`config.mk`:
```
export PLATFORM = sky130hd
export DESIGN_NAME = incr_arbiter
export DESIGN_NICKNAME = d
export VERILOG_FILES = /design/src/rtl/incr_pkg.sv /design/src/rtl/incr_arbiter_rr_arbiter.sv /design/src/rtl/incr_arbiter.sv
export SDC_FILE = /design/constraint.sdc
export NUM_CORES = 1
export LEC_CHECK = 0
export CORE_MARGIN = 5
export CORE_UTILIZATION = 49
export DETAILED_ROUTE_END_ITERATION = 12
export PLACE_DENSITY = 0.89
export SYNTH_ARGS = -nofsm -noshare
export SYNTH_HDL_FRONTEND = slang
export SYNTH_SLANG_ARGS = --single-unit
```
`constraint.sdc`:
```
create_clock -name clk_i -period 2.77 [get_ports clk_i]
set_clock_uncertainty 0.05 [all_clocks]
set_input_delay 0.277 -clock clk_i [delete_from_list [all_inputs] [get_ports clk_i]]
set_output_delay 0.277 -clock clk_i [all_outputs]
set_load 0.01 [all_outputs]
```
`src/rtl/incr_pkg.sv`:
```
// Shared types and default sizing for the incrementer arbiter slice.
package incr_pkg;

  typedef enum logic [1:0] {
    IDLE = 2'd0,
    CALC = 2'd1,
    RESP = 2'd2
  } state_e;

  localparam int DEF_N_REQ = 4;
  localparam int DEF_DW    = 4;

endpackage

```
`src/rtl/incr_arbiter_rr_arbiter.sv`:
```
// Combinational round-robin picker: first asserted request at or above ptr,
// wrapping from N_REQ-1 back to 0.
module rr_arbiter #(
  parameter int N_REQ = 4
) (
  input  logic [N_REQ-1:0]         req,
  input  logic [$clog2(N_REQ)-1:0] ptr,
  output logic [N_REQ-1:0]         grant,
  output logic [$clog2(N_REQ)-1:0] grant_idx,
  output logic                     any_req
);

  localparam int IDW = $clog2(N_REQ);

  logic [IDW-1:0] idx_s;
  logic           found_s;

  // Scan candidates in priority order starting at the pointer.
  always_comb begin
    grant     = '0;
    grant_idx = '0;
    found_s   = 1'b0;
    idx_s     = '0;
    for (int i = 0; i < N_REQ; i++) begin
      idx_s = IDW'((int'(ptr) + i) % N_REQ);
      if (!found_s && req[idx_s]) begin
        found_s      = 1'b1;
        grant[idx_s] = 1'b1;
        grant_idx    = idx_s;
      end else begin
        found_s = found_s;
      end
    end
  end

  assign any_req = |req;

endmodule

```
`src/rtl/incr_arbiter.sv`:
```
// Round-robin sequencer that owns a single registered +1 datapath and returns
// each result tagged with the index of the requester it served.
module incr_arbiter
  import incr_pkg::*;
#(
  parameter int N_REQ = DEF_N_REQ,
  parameter int DW    = DEF_DW
) (
  input  logic                     clk_i,
  input  logic                     rst_i,
  input  logic [N_REQ-1:0]         req_valid_i,
  input  logic [N_REQ*DW-1:0]      req_data_i,
  output logic [N_REQ-1:0]         req_ready_o,
  output logic                     rsp_valid_o,
  input  logic                     rsp_ready_i,
  output logic [DW-1:0]            rsp_data_o,
  output logic [$clog2(N_REQ)-1:0] rsp_id_o,
  output logic                     rsp_wrap_o,
  output logic                     busy_o
);

  localparam int IDW = $clog2(N_REQ);
  localparam logic [IDW-1:0] ID_LAST = IDW'(N_REQ - 1);

  state_e         state_r;
  state_e         state_next_s;
  logic [IDW-1:0] ptr_r;
  logic [IDW-1:0] id_r;
  logic [DW-1:0]  operand_r;
  logic [DW-1:0]  result_r;
  logic           wrap_r;

  logic [N_REQ-1:0] grant_s;
  logic [IDW-1:0]   grant_idx_s;
  logic             any_req_s;

  rr_arbiter #(.N_REQ(N_REQ)) u_rr (
    .req       (req_valid_i),
    .ptr       (ptr_r),
    .grant     (grant_s),
    .grant_idx (grant_idx_s),
    .any_req   (any_req_s)
  );

  // State register.
  always_ff @(posedge clk_i or posedge rst_i) begin
    if (rst_i) begin
      state_r <= IDLE;
    end else begin
      state_r <= state_next_s;
    end
  end

  // Next-state decode.
  always_comb begin
    state_next_s = state_r;
    case (state_r)
      IDLE: begin
        if (any_req_s) begin
          state_next_s = CALC;
        end else begin
          state_next_s = IDLE;
        end
      end
      CALC: state_next_s = RESP;
      RESP: begin
        if (rsp_ready_i) begin
          state_next_s = IDLE;
        end else begin
          state_next_s = RESP;
        end
      end
      default: state_next_s = IDLE;
    endcase
  end

  // Operand capture, increment stage and pointer advance.
  always_ff @(posedge clk_i or posedge rst_i) begin
    if (rst_i) begin
      ptr_r     <= '0;
      id_r      <= '0;
      operand_r <= '0;
      result_r  <= '0;
      wrap_r    <= 1'b0;
    end else begin
      if (state_r == IDLE && any_req_s) begin
        operand_r <= req_data_i[int'(grant_idx_s)*DW +: DW];
        id_r      <= grant_idx_s;
      end
      if (state_r == CALC) begin
        result_r <= operand_r + 1'b1;
        wrap_r   <= (operand_r == {DW{1'b1}});
      end
      if (state_r == RESP && rsp_ready_i) begin
        ptr_r <= (id_r == ID_LAST) ? '0 : id_r + 1'b1;
      end
    end
  end

  // Ready is masked by reset so a held valid cannot see a grant while reset is asserted.
  assign req_ready_o = (state_r == IDLE && !rst_i) ? grant_s : '0;
  assign rsp_valid_o = (state_r == RESP);
  assign busy_o      = (state_r != IDLE);
  assign rsp_data_o  = result_r;
  assign rsp_id_o    = id_r;
  assign rsp_wrap_o  = wrap_r;

endmodule

```
==> run summary, run 1 <==
Synthesized area per cell: 9.05 µm²
Core ar.: 2760 µm²
Final WS setup: 83.6 ps
Hold slack: 309 ps
Post-Layout Cell Count: 232
Max-slew violation count: 0
Max Cap Viol: 0
Pre-Repair DR Iteration Count: 4
Yosys cell types: 53
Async S/R FF share, synth: 100%
Fmax: 372 MHz
Hold crit path type: in2async
Die ar.: 4050 µm²
Area of placed instances: 1850 µm²
CTS buffer count: 3
Port Buffer Count: 35
Vias per cell: 6.13
Final Wtd Congestion: 0.800
Adder-Cell Fraction of Synth Area: 7.98%
Register area share after synthesis: 26.6%
Clk buf depth: 2
Share of cells above drive strength 1: 22.4%
Leakage: 0.000851 µW
Final #Nets: 234
Design internal power: 1180 µW
Area Overhead vs Synth: 37.1%
Global route total overflow: 0
CTS hold repair buffers: 0
Multi-input gate area: 998 µm²
DRC viols: 0
Sequential fraction of design power: 18.9%
Critical path peak fanout: 6
Clock transition at the registers of the reported paths: 90 ps
Pin count of the biggest net entering global routing: 20
CP startpoint kind: flip-flop
Largest family of logic cells by synthesized area: compound AO/OA/AOI/OAI gates
Peak VDD IR: 0.000759 V
Vias in the first global route: 1400
Final setup fails: 0
Clk pwr share: 5.8%
Net Sw Frac: 45.6%
Status: complete, no violations
Sw Pwr: 989 µW
Die X: 63.7 µm
Slew headroom: 63.8%
Post-Syn Nets: 188
Crit path DAT: 2360 ps
Data required, critical path: 2440 ps
Synth Area in XOR/XNOR: 1.24%
Avg WL per Cell: 17.0 µm
Most frequent cells in the layout: clkdlybuf4s50_1, buf_4, nand2_1, nor2_1, dfrtp_1
Ports: 36
DP HPWL: 2960 µm
Simple-Gate Fraction of Synth Area: 20.0%
ANT nets after route: 0
Final Hold Vio Count: 0
TritonCTS clock tree: built
Commonest non-fill, non-tap cell in the layout: clkdlybuf4s50_1
Synth Area in Compound Gates: 23.5%
Final instance area: 1930 µm²
Least-Margin Pin Slew: 543 ps
Crit path time final: 2690 ps
Cell area after synthesis: 1410 µm²
Register area: 375 µm²
Main synth FF type: dfrtp_1
H-tree levels: 1
Fin crit share: 97.0%
Synth warn: 0
Post-Place Worst Slack: -66.5 ps
Routed wire length: 3950 µm
Die Ht: 63.7 µm
Starting Density: 51.2%
ANT cells: 0
Post-synth EDFFs: 0
Std-Cell Rows: 19
Unrepaired setup endpoints after global routing: no
Seq cells post-synth: 15
Clock sinks: 15
Filler cells: 212
Comb pwr share: 75.3%
Vias: 1423
Placed Cells: 226
First-pass GRT wire length: 6480 µm
Number of DRC markers in iteration 0: 64
Critical path type: reg2out
Multiplexer share of the synthesized area: 14.0%
Tot GR Track Use: 19.4%
CP Capture Type: output port
Pwr per Cell Area: 1120 nW/µm²
Number of antenna violations at the first check in global routing: 0
Mapped Cells: 156
Clk_lat worst skew: 280 ps
Clock root buffer: clkbuf_4
through the flow:
stage / utilization [%] / TNS (ps) / power, µW
finish: 70.1 / 0 / 2170
floorplan: - / 0 / 1400
global placement: 67.1 / 0 / 1790
global route: 70.1 / 0 / 2340
detailed placement: 67.1 / -212 / 1870
CTS: 68.7 / 0 / 2030
kinds of logic after synthesis:
family / after synthesis
simple gates: 54
compound gates: 44
buf+inv: 18
flops: 15
mux: 14
fa+ha+maj: 9
xor+xnor: 2
registers in the layout, indices dropped and copies added (netlist names):
register,count
rsp_data_o,4
rsp_wrap_o,1
rsp_id_o,2
ptr_r,2
state_r,2
operand_r,4
path summary, 6_finish.rpt:
kind | from | cells after the start | slack, ps | end
max in group asynchronous | rst_i | 2 | 2000 | rsp_data_o[3]
setup reg to reg | ptr_r[0] | 9 | 160 | operand_r[0]
min in group clk_i | rsp_data_o[0] | 2 | 440 | rsp_data_o[0]
hold / removal | rst_i | 2 | 310 | rsp_id_o[1]
hold reg to reg | rsp_data_o[0] | 2 | 440 | rsp_data_o[0]
setup / recovery | ptr_r[0] | 9 | 80 | req_ready_o[1]
power by group through the flow:
stage	Sequential [µW]	Clock, µW	Combinational [µW]
final	410	126	1630
after global routing	428	139	1770
after CTS	410	127	1490
after detailed placement	415	0	1450
after global placement	405	0	1380
after floorplan	428	0	969
layout make-up:
| type | instances | area share [%] |
|---|---|---|
| flip-flops and latches | 15 | 19.4 |
| multi-input cells | 123 | 51.6 |
| well taps | 31 | 2.01 |
| inverters | 6 | 1.16 |
| repair buffers | 53 | 24.5 |
| clock buffers | 4 | 1.36 |
synthesized netlist by cell type (4+ instances only):
cell type / count / area share, %
a21oi_1: 6 / 2.1
inv_1: 5 / 1.3
mux2i_1: 7 / 5.0
ha_1: 9 / 8.0
a22oi_1: 4 / 2.1
o21ai_0: 5 / 1.8
clkbuf_1: 6 / 1.6
nor2_1: 16 / 4.3
dfrtp_1: 15 / 27
a221oi_1: 4 / 2.5
nand2_1: 15 / 4.0
critical path, cell delays in order (launching register included):
cell and delay (ps):
dfrtp_1 390, buf_4 130, buf_4 140, mux4_2 550
buf_6 160, a22oi_2 180, nor2_1 70, a221oi_1 250
nor2_1 70, clkbuf_2 130
timing repair:
| item | 4_1_cts | 5_1_grt |
|---|---|---|
| resized for setup | 6 | 18 |
| pin swaps | 1 | 1 |
| setup endpoints to repair | 4 | 4 |
| setup buffers | 1 | 1 |
routing by layer:
| layer | wire length (µm) | track usage [%] |
|---|---|---|
| met5 | 0 | 0 |
| met3 | 204 | 3.20 |
| met2 | 2100 | 34.3 |
| met1 | 1570 | 23.6 |
| met4 | 78 | 6.23 |
Note: power is estimated with default switching activity, not from simulation.
==> run 2, diff against run 1 <==
- CORE_MARGIN: 5 -> 2
==> run 2 against run 1 <==
  * Routed wire length decreased by 5.9%
  * Total power about the same
  * Critical endpoint is now req_ready_o[0]
  * Die area decreased by 18%
  * Utilization increased by 0.59 points
  * Clock power about the same
  * Cell area increased by 0.84%
  * Sequential power increased by 1%
  * Sequential cell count unchanged
==> run summary, run 2 (synthesized netlist as in run 1, its figures left out) <==
Vias in the first global route: 1298
Reg-to-reg critical path startpoint: ptr_r[0]
Pin count of the biggest net entering global routing: 20
Max Cap Viol: 0
Post-Layout Cell Count: 234
Least-Margin Pin Slew: 553 ps
Final setup fails: 0
Post-Route Setup TNS: 0 ps
Clk_lat worst skew: 290 ps
Status: complete, no violations
Crit path time final: 2700 ps
Data required, critical path: 2440 ps
Share of cells above drive strength 1: 21.2%
Pwr per Cell Area: 1110 nW/µm²
Register area: 375 µm²
Pre-Repair DR Iteration Count: 4
Placed Cells: 226
Fin crit share: 97.5%
Commonest non-fill, non-tap cell in the layout: clkdlybuf4s50_1
Final Hold Vio Count: 0
R2r setup slk: 310 ps
Filler cells: 206
Port Buffer Count: 35
Critical path type: reg2out
Critical path, cell by cell: buf_4 > mux4_2 > buf_6 > a22oi_2 > nor2_1 > a221oi_1 > nor2_1 > dlygate4sd2_1
Starting Density: 51.2%
Multi-input gate area: 983 µm²
Global route total overflow: 0
Hold crit path type: in2async
Std-Cell Rows: 19
H-tree levels: 1
Final #Nets: 236
Most frequent CP cell: nor2_1
CP startpoint kind: flip-flop
Routed wire length: 3720 µm
Die X: 57.7 µm
Leakage: 0.000864 µW
Most frequent cells in the layout: clkdlybuf4s50_1, buf_4, nor2_1
Tot GR Track Use: 22.5%
First-pass GRT wire length: 5960 µm
Number of DRC markers in iteration 0: 55
CTS buffer count: 3
Final WS setup: 70.4 ps
Avg WL per Cell: 15.9 µm
Crit path DAT: 2370 ps
Worst-case reg-to-reg path depth: 8
Post-Place Worst Slack: -34.7 ps
Final total power: 2170 µW
ANT cells: 0
Peak VDD IR: 0.000706 V
Ports: 36
Unrepaired setup endpoints after global routing: yes
Slowest-stage cell, CP: mux4_2
Area Overhead vs Synth: 38.2%
Clock root buffer: clkbuf_4
ANT nets after route: 0
DRC viols: 0
Die ar.: 3330 µm²
Max-slew violation count: 0
Clock transition at the registers of the reported paths: 90 ps
TritonCTS clock tree: built
DP HPWL: 2810 µm
CP Capture Type: output port
Final Wtd Congestion: 0.904
Clk buf depth: 2
CTS hold repair buffers: 0
Fmax: 370 MHz
Critical path peak fanout: 7
RR Endpoint: operand_r[0]
Slew headroom: 63.1%
Clock sinks: 15
Largest stage delay on the critical path: 540 ps
Core ar.: 2760 µm²
Vias: 1412
Die Ht: 57.7 µm
Vias per cell: 6.03
Number of antenna violations at the first check in global routing: 0
run 2: critical path, delay by kind of cell, from the launching register on:
kind                   cells  cell delay (ps)
and+or+nand+nor            2              130
muxes                      1              540
DFF                        1              400
buffers and inverters      3              610
AOI/OAI and AO/OA          2              410
run 2: routing by layer:
| layer | GRT usage, % | up-vias | part of all wire [%] |
|---|---|---|---|
| met5 | 0 | - | 0 |
| met4 | 7.31 | 0 | 2.0 |
| met3 | 1.12 | 6 | 4.6 |
| met2 | 39.0 | 41 | 52 |
| met1 | 30.4 | 688 | 42 |
| li1 | - | 677 | - |
run 2: what timing repair did:
item,4_1_cts,5_1_grt
endpoints found under the setup margin,4,4
gates resized for setup,7,10
pin swaps,0,1
setup buffers,0,4
run 2: how the worst max path moves through the flow:
stage                     cells past startpoint        endpoint           start  slack, ps
after floorplan                               8    operand_r[0]        ptr_r[0]        280
after global placement                        8  req_ready_o[2]  req_valid_i[2]         30
after detailed placement                      8  req_ready_o[0]  req_valid_i[2]        -30
after CTS                                     9  req_ready_o[2]        ptr_r[0]         10
after global routing                          8  req_ready_o[0]        ptr_r[0]         -7
final                                         8  req_ready_o[0]        ptr_r[0]         70
run 2: report_power, final:
group          switching [µW]  total, µW  leakage, µW  internal, µW
Clock                    71.3        127    0.0000150          56.1
Combinational             816       1630     0.000664           813
Sequential               88.5        415     0.000185           326
Total                     976       2170     0.000864          1190
run 2: final cells by class:
cell class	count	area share [%]
multi-input cells	123	50.4
inverters	6	1.15
clock buffers	4	1.35
flip-flops and latches	15	19.2
repair buffers	55	25.8
well taps	31	1.99
run 2: stage by stage:
step                util, %  area, µm²  hold slack, ps
finish                 70.7       1950             314
global placement       67.1       1850             413
floorplan                 -       1410             128
CTS                    68.4       1890             321
detailed placement     67.1       1850             420
global route           70.7       1950             359
